**config.mk**
```make
export PLATFORM = sky130hd
export DESIGN_NAME = shift_receiver
export DESIGN_NICKNAME = d
export VERILOG_FILES = /design/src/rtl/shift_receiver.sv
export SDC_FILE = /design/constraint.sdc
export NUM_CORES = 1
export LEC_CHECK = 0
export ABC_AREA = 1
export CAP_MARGIN = 20
export CORE_MARGIN = 10
export CORE_UTILIZATION = 45
export DETAILED_ROUTE_END_ITERATION = 8
export PLACE_DENSITY = 0.81
export SETUP_SLACK_MARGIN = 0.3
export SYNTH_ARGS = -nofsm -noshare
export SYNTH_HDL_FRONTEND = slang
export SYNTH_SLANG_ARGS = --single-unit
```
**constraint.sdc**
```tcl
create_clock -name i_clk -period 1.31 [get_ports i_clk]
set_input_delay 0.3275 -clock i_clk [delete_from_list [all_inputs] [get_ports i_clk]]
set_output_delay 0.3275 -clock i_clk [all_outputs]
set_load 0.01 [all_outputs]
```
**src/rtl/shift_receiver.sv**
```systemverilog
// Serial-to-parallel receiver for the data/clock/latch link: oversamples the
// three lines on i_clk, shifts MSB-first on rising serial clock, emits on latch.
module shift_receiver #(
  parameter int unsigned WIDTH       = 8,
  parameter int unsigned SYNC_STAGES = 2
) (
  input  logic             i_clk,
  input  logic             i_reset_n,
  input  logic             i_serial_data,
  input  logic             i_serial_clk,
  input  logic             i_serial_latch,
  input  logic             i_clear_err,
  output logic [WIDTH-1:0] o_parallel_data,
  output logic             o_valid,
  output logic             o_frame_error,
  output logic             o_busy
);

  localparam int unsigned CNT_W = $clog2(WIDTH + 2);
  localparam logic [CNT_W-1:0] CNT_FULL = CNT_W'(WIDTH);
  localparam logic [CNT_W-1:0] CNT_OVF  = CNT_W'(WIDTH + 1);

  typedef enum logic [1:0] {
    ST_IDLE  = 2'd0,
    ST_SHIFT = 2'd1,
    ST_HOLD  = 2'd2
  } state_e;

  state_e state_q, state_d;

  logic [SYNC_STAGES-1:0] data_sync_q, data_sync_d;
  logic [SYNC_STAGES-1:0] sclk_sync_q, sclk_sync_d;
  logic [SYNC_STAGES-1:0] latch_sync_q, latch_sync_d;
  logic                   sclk_prev_q, sclk_prev_d;
  logic                   latch_prev_q, latch_prev_d;
  logic [WIDTH-1:0]       shift_q, shift_d;
  logic [CNT_W-1:0]       cnt_q, cnt_d;
  logic [WIDTH-1:0]       par_q, par_d;
  logic                   valid_q, valid_d;
  logic                   err_q, err_d;

  logic data_s, sclk_s, latch_s;
  logic sclk_rise, latch_rise;
  logic err_set;

  // All three lines share the same synchronizer depth so they stay aligned.
  assign data_s     = data_sync_q[SYNC_STAGES-1];
  assign sclk_s     = sclk_sync_q[SYNC_STAGES-1];
  assign latch_s    = latch_sync_q[SYNC_STAGES-1];
  assign sclk_rise  = sclk_s & ~sclk_prev_q;
  assign latch_rise = latch_s & ~latch_prev_q;

  // Next-state and datapath update.
  always_comb begin
    state_d      = state_q;
    data_sync_d  = {data_sync_q[SYNC_STAGES-2:0], i_serial_data};
    sclk_sync_d  = {sclk_sync_q[SYNC_STAGES-2:0], i_serial_clk};
    latch_sync_d = {latch_sync_q[SYNC_STAGES-2:0], i_serial_latch};
    sclk_prev_d  = sclk_s;
    latch_prev_d = latch_s;
    shift_d      = shift_q;
    cnt_d        = cnt_q;
    par_d        = par_q;
    valid_d      = 1'b0;
    err_set      = 1'b0;
    err_d        = err_q;

    unique case (state_q)
      ST_IDLE: begin
        cnt_d = '0;
        // Latch has priority over a coincident serial clock edge.
        if (latch_rise) begin
          err_set = 1'b1;
          state_d = ST_HOLD;
        end else if (sclk_rise) begin
          shift_d = {shift_q[WIDTH-2:0], data_s};
          cnt_d   = CNT_W'(1);
          state_d = ST_SHIFT;
        end
      end
      ST_SHIFT: begin
        if (latch_rise) begin
          if (cnt_q == CNT_FULL) begin
            par_d   = shift_q;
            valid_d = 1'b1;
          end else begin
            err_set = 1'b1;
          end
          cnt_d   = '0;
          state_d = ST_HOLD;
        end else if (sclk_rise) begin
          shift_d = {shift_q[WIDTH-2:0], data_s};
          if (cnt_q != CNT_OVF) begin
            cnt_d = cnt_q + CNT_W'(1);
          end
        end
      end
      ST_HOLD: begin
        if (!latch_s) begin
          state_d = ST_IDLE;
        end
      end
      default: state_d = ST_IDLE;
    endcase

    // Sticky error: a set in the same cycle as a clear wins.
    if (i_clear_err) begin
      err_d = 1'b0;
    end
    if (err_set) begin
      err_d = 1'b1;
    end
  end

  always_ff @(posedge i_clk or negedge i_reset_n) begin
    if (!i_reset_n) begin
      state_q      <= ST_IDLE;
      data_sync_q  <= '0;
      sclk_sync_q  <= '0;
      latch_sync_q <= '0;
      sclk_prev_q  <= 1'b0;
      latch_prev_q <= 1'b0;
      shift_q      <= '0;
      cnt_q        <= '0;
      par_q        <= '0;
      valid_q      <= 1'b0;
      err_q        <= 1'b0;
    end else begin
      state_q      <= state_d;
      data_sync_q  <= data_sync_d;
      sclk_sync_q  <= sclk_sync_d;
      latch_sync_q <= latch_sync_d;
      sclk_prev_q  <= sclk_prev_d;
      latch_prev_q <= latch_prev_d;
      shift_q      <= shift_d;
      cnt_q        <= cnt_d;
      par_q        <= par_d;
      valid_q      <= valid_d;
      err_q        <= err_d;
    end
  end

  assign o_parallel_data = par_q;
  assign o_valid         = valid_q;
  assign o_frame_error   = err_q;
  assign o_busy          = (state_q != ST_IDLE);

endmodule

```
==> run_results.csv <==
group,metric,value,unit
outcome,outcome,"finished, violations left",
outcome,violations,"setup timing",
final_layout,syn2layout_area_growth,56.6,%
logic_synthesis,yosys.area.top_type,"dfrtp_1",
power,pwr-share-seq,44.9,%
power,total_power,2.66,mW
critical_path,crit_fanout,8,
logic_synthesis,synth_common_cells,"nand2_1 (43), dfrtp_1 (32), inv_1 (18), o21ai_0 (9), nor2_1 (8)",
final_layout,multi_input_area,623,sq um
logic_synthesis,synth_edf_count,0,
power,power.density,1270,mW/mm^2
grt,grt-ovfl-total,0,
cts,holdBufCountCts,0,
timing,setup_ws,-70.4,ps
detailed_routing,routed_wl,3670,um
critical_path,reg2reg_to,"o_parallel_data[1]$_DFFE_PN0P_",
critical_path,slowest_delay,400,ps
logic_synthesis,postSynthCellCount,140,
critical_path,arrival,1610,ps
grt,antenna_found_initial,0,
logic_synthesis,syn_area_per_cell,9.54,sq um
final_layout,fill_cells,186,
detailed_routing,wl_met3,208,um
timing,finalHoldViolations,0,
power,p_leak,1.06,nW
critical_path,path_cells,"inv_2 > ha_4 > nand2_4 > nor3_4 > nand2_4 > buf_12 > nand2_1 > o21ai_2",
cts,clockRootBuffer,"clkbuf_4",
detailed_routing,first_iter_violations,87,
floorplanning,die_w,74.5,um
critical_path,path_class,"register to register",
grt,track_usage,13.1,%
cts,cts_max_level,2,
timing,rsz0062_at_grt,"true",
critical_path,crit_family,"simple AND/OR/NAND/NOR gates",
detailed_routing,wirelength_met1,1340,um
logic_synthesis,synth_cell_types,18,
cts,clk_latency,330,ps
final_layout,finalInstanceArea,0.00209,sq mm
floorplanning,rows,19,
final_layout,antenna_cells,0,
worst_hold_path,hold_path.class,"input pin to async pin",
power,swShare,28.8,%
detailed_routing,met2_length,1970,um
logic_synthesis,yosys_warnings,0,
placed_design,dp_slack,-48.4,ps
grt,grt_pass1_vias,1155,
logic_synthesis,synth_area_leaders,"dfrtp_1 (60%), nand2_1 (12%), inv_1 (5.1%)",
timing,layout_min_cycle_time,1380,ps
power,power_frac_comb,23.8,%
timing,max_slew_margin,79.6,%
logic_synthesis,synthFlopType,"dfrtp_1",
final_layout,drive_gt1_share,52.8,%
critical_path,critPathCaptureType,"register",
timing,finalCritPeriodShare,105,%
placed_design,io_buffer_count,16,
cts,clk_pin_slew,90,ps
critical_path,critPathBufInv,2,
detailed_routing,wl_per_cell,16.2,um
cts,cts_tree,"built",
logic_synthesis,synth_seq_cells,32,
power,ir_worst_vdd,0.000807,V
logic_synthesis,netlist_area,0.00134,sq mm
floorplanning,die-area,0.00555,sq mm
grt,grt_pass1_wl,5480,um
critical_path,r2r_slack,-70,ps
timing,setup_violations,12,
timing,fin_tns_setup,-559,ps
detailed_routing,highest_layer,"met4",
grt,grt_max_degree,33,
final_layout,seq_area,801,sq um
power,clockPowerShare,31.3,%
final_layout,num-nets-final,203,
critical_path,slowest_stage,"dfrtp_1",
placed_design,place.gp.congestion,0.854,
critical_path,worstRegToRegCells,8,
floorplanning,fp.dieH,74.5,um
cts,cts_sinks,32,
flow_run,drv_cap,0,
detailed_routing,via_per_inst,5.27,
logic_synthesis,synth_nets,149,
timing,tightest_slew,305,ps
placed_design,hpwlAfterDp,1940,um
timing,fin_skew,3.43,ps
power,p_switching,765,uW
timing,whs,353,ps
detailed_routing,antenna_left,0,
critical_path,cp_common_cell,"nand2_4",
placed_design,dpl-instance-area,0.00162,sq mm
critical_path,reg2reg_from,"cnt_q[1]$_DFFE_PN0P_",
cts,cts_buffer_depth,2,
floorplanning,initial_core_util,47.6,%
cts,numCtsBuffers,5,
logic_synthesis,async_flop_share,100,%
critical_path,start_kind,"register",
timing,drv_slew,0,
logic_synthesis,yosys.area.top_type_share,60.0,%
detailed_routing,vias,1190,
floorplanning,core-area,0.00281,sq mm
timing,max_freq,724,MHz
floorplanning,ios,17,
logic_synthesis,yosysMostFrequentCell,"nand2_1",
critical_path,worstPathRequired,1540,ps
detailed_routing,dr.pass1.iters,4,
logic_synthesis,synth_seq_area_share,60.0,%
power,p_int,1.89,mW
detailed_routing,drc_errors,0,
[layer usage]
metal,vias to the layer above,global-route usage [%]
met3,19,4.39
met2,48,23.2
met4,0,6.30
met1,571,13.6
met5,-,0
li1,552,-
[repair_timing]
item | 4_1_cts | 5_1_grt
pin swaps | 4 | 18
resized for setup | 62 | 53
buffers inserted | 12 | 10
gates cloned | 2 | 0
endpoints found under the setup margin | 33 | 34
[layout by cell type, fill, tap and decap left out, types with 2 or more instances in the layout]
cell,count
buf_12,2
buf_2,5
buf_4,22
buf_6,13
clkbuf_4,5
clkbuf_8,2
clkdlybuf4s50_1,5
dfrtp_1,32
ha_4,2
inv_1,9
inv_2,8
nand2_1,27
nand2_2,12
nand2_4,8
nand3_1,6
nand3_4,2
nor2_1,4
nor2_4,4
o21ai_0,2
o21ai_1,6
o21ai_2,8
[power groups by stage]
stage          Clock [mW]  Sequential [mW]  Combinational (mW)
3_3_place_gp            0             1.18               0.380
6_report            0.831             1.19               0.633
5_1_grt             0.911             1.20               0.684
4_1_cts             0.850             1.17               0.475
3_5_place_dp            0             1.20               0.400
2_1_floorplan           0             1.18               0.225
[state kept, by name, summed over array words and instances (netlist names)]
name             count
sclk_sync_q          2
latch_prev_q         1
cnt_q                4
o_parallel_data      8
state_q              2
latch_sync_q         2
shift_q              8
sclk_prev_q          1
data_sync_q          2
o_frame_error        1
o_valid              1
[worst max path at each step]
stage | endpoint | slack, ps | start | cells past startpoint
final | o_parallel_data[1]$_DFFE_PN0P_ | -70 | cnt_q[1]$_DFFE_PN0P_ | 8
after global routing | o_parallel_data[3]$_DFFE_PN0P_ | -140 | cnt_q[1]$_DFFE_PN0P_ | 8
after CTS | cnt_q[0]$_DFFE_PN0P_ | -50 | cnt_q[0]$_DFFE_PN0P_ | 8
after detailed placement | o_busy | -50 | state_q[0]$_DFFE_PN0P_ | 3
after global placement | o_busy | -20 | state_q[0]$_DFFE_PN0P_ | 3
after floorplan | o_parallel_data[0]$_DFFE_PN0P_ | 9 | cnt_q[0]$_DFFE_PN0P_ | 8
[area by class of cell]
class / count / share of cell area (%)
sequential: 32 / 38.3
clock buffer: 7 / 3.11
timing repair buffer: 48 / 21.7
clock inverter: 1 / 1.44
inverter: 19 / 3.77
multi-input combinational: 88 / 29.8
tap: 31 / 1.86
[through the flow]
| step | util (%) | std cells |
|---|---|---|
| 2_1_floorplan | - | 140 |
| 3_3_place_gp | 57.7 | 194 |
| 3_5_place_dp | 57.7 | 194 |
| 4_1_cts | 65.6 | 216 |
| 5_1_grt | 74.5 | 226 |
| 6_report | 74.5 | 226 |
[kinds of logic after synthesis]
family,count (synthesis),share of synthesized area [%]
AND/OR/NAND/NOR,66,21.4
flip-flops,32,60.0
buffers and inverters,21,7.03
AO/OA/AOI/OAI,18,8.81
adder cells (fa/ha/maj),3,2.81
No activity file was read; power rests on OpenSTA's default activity.
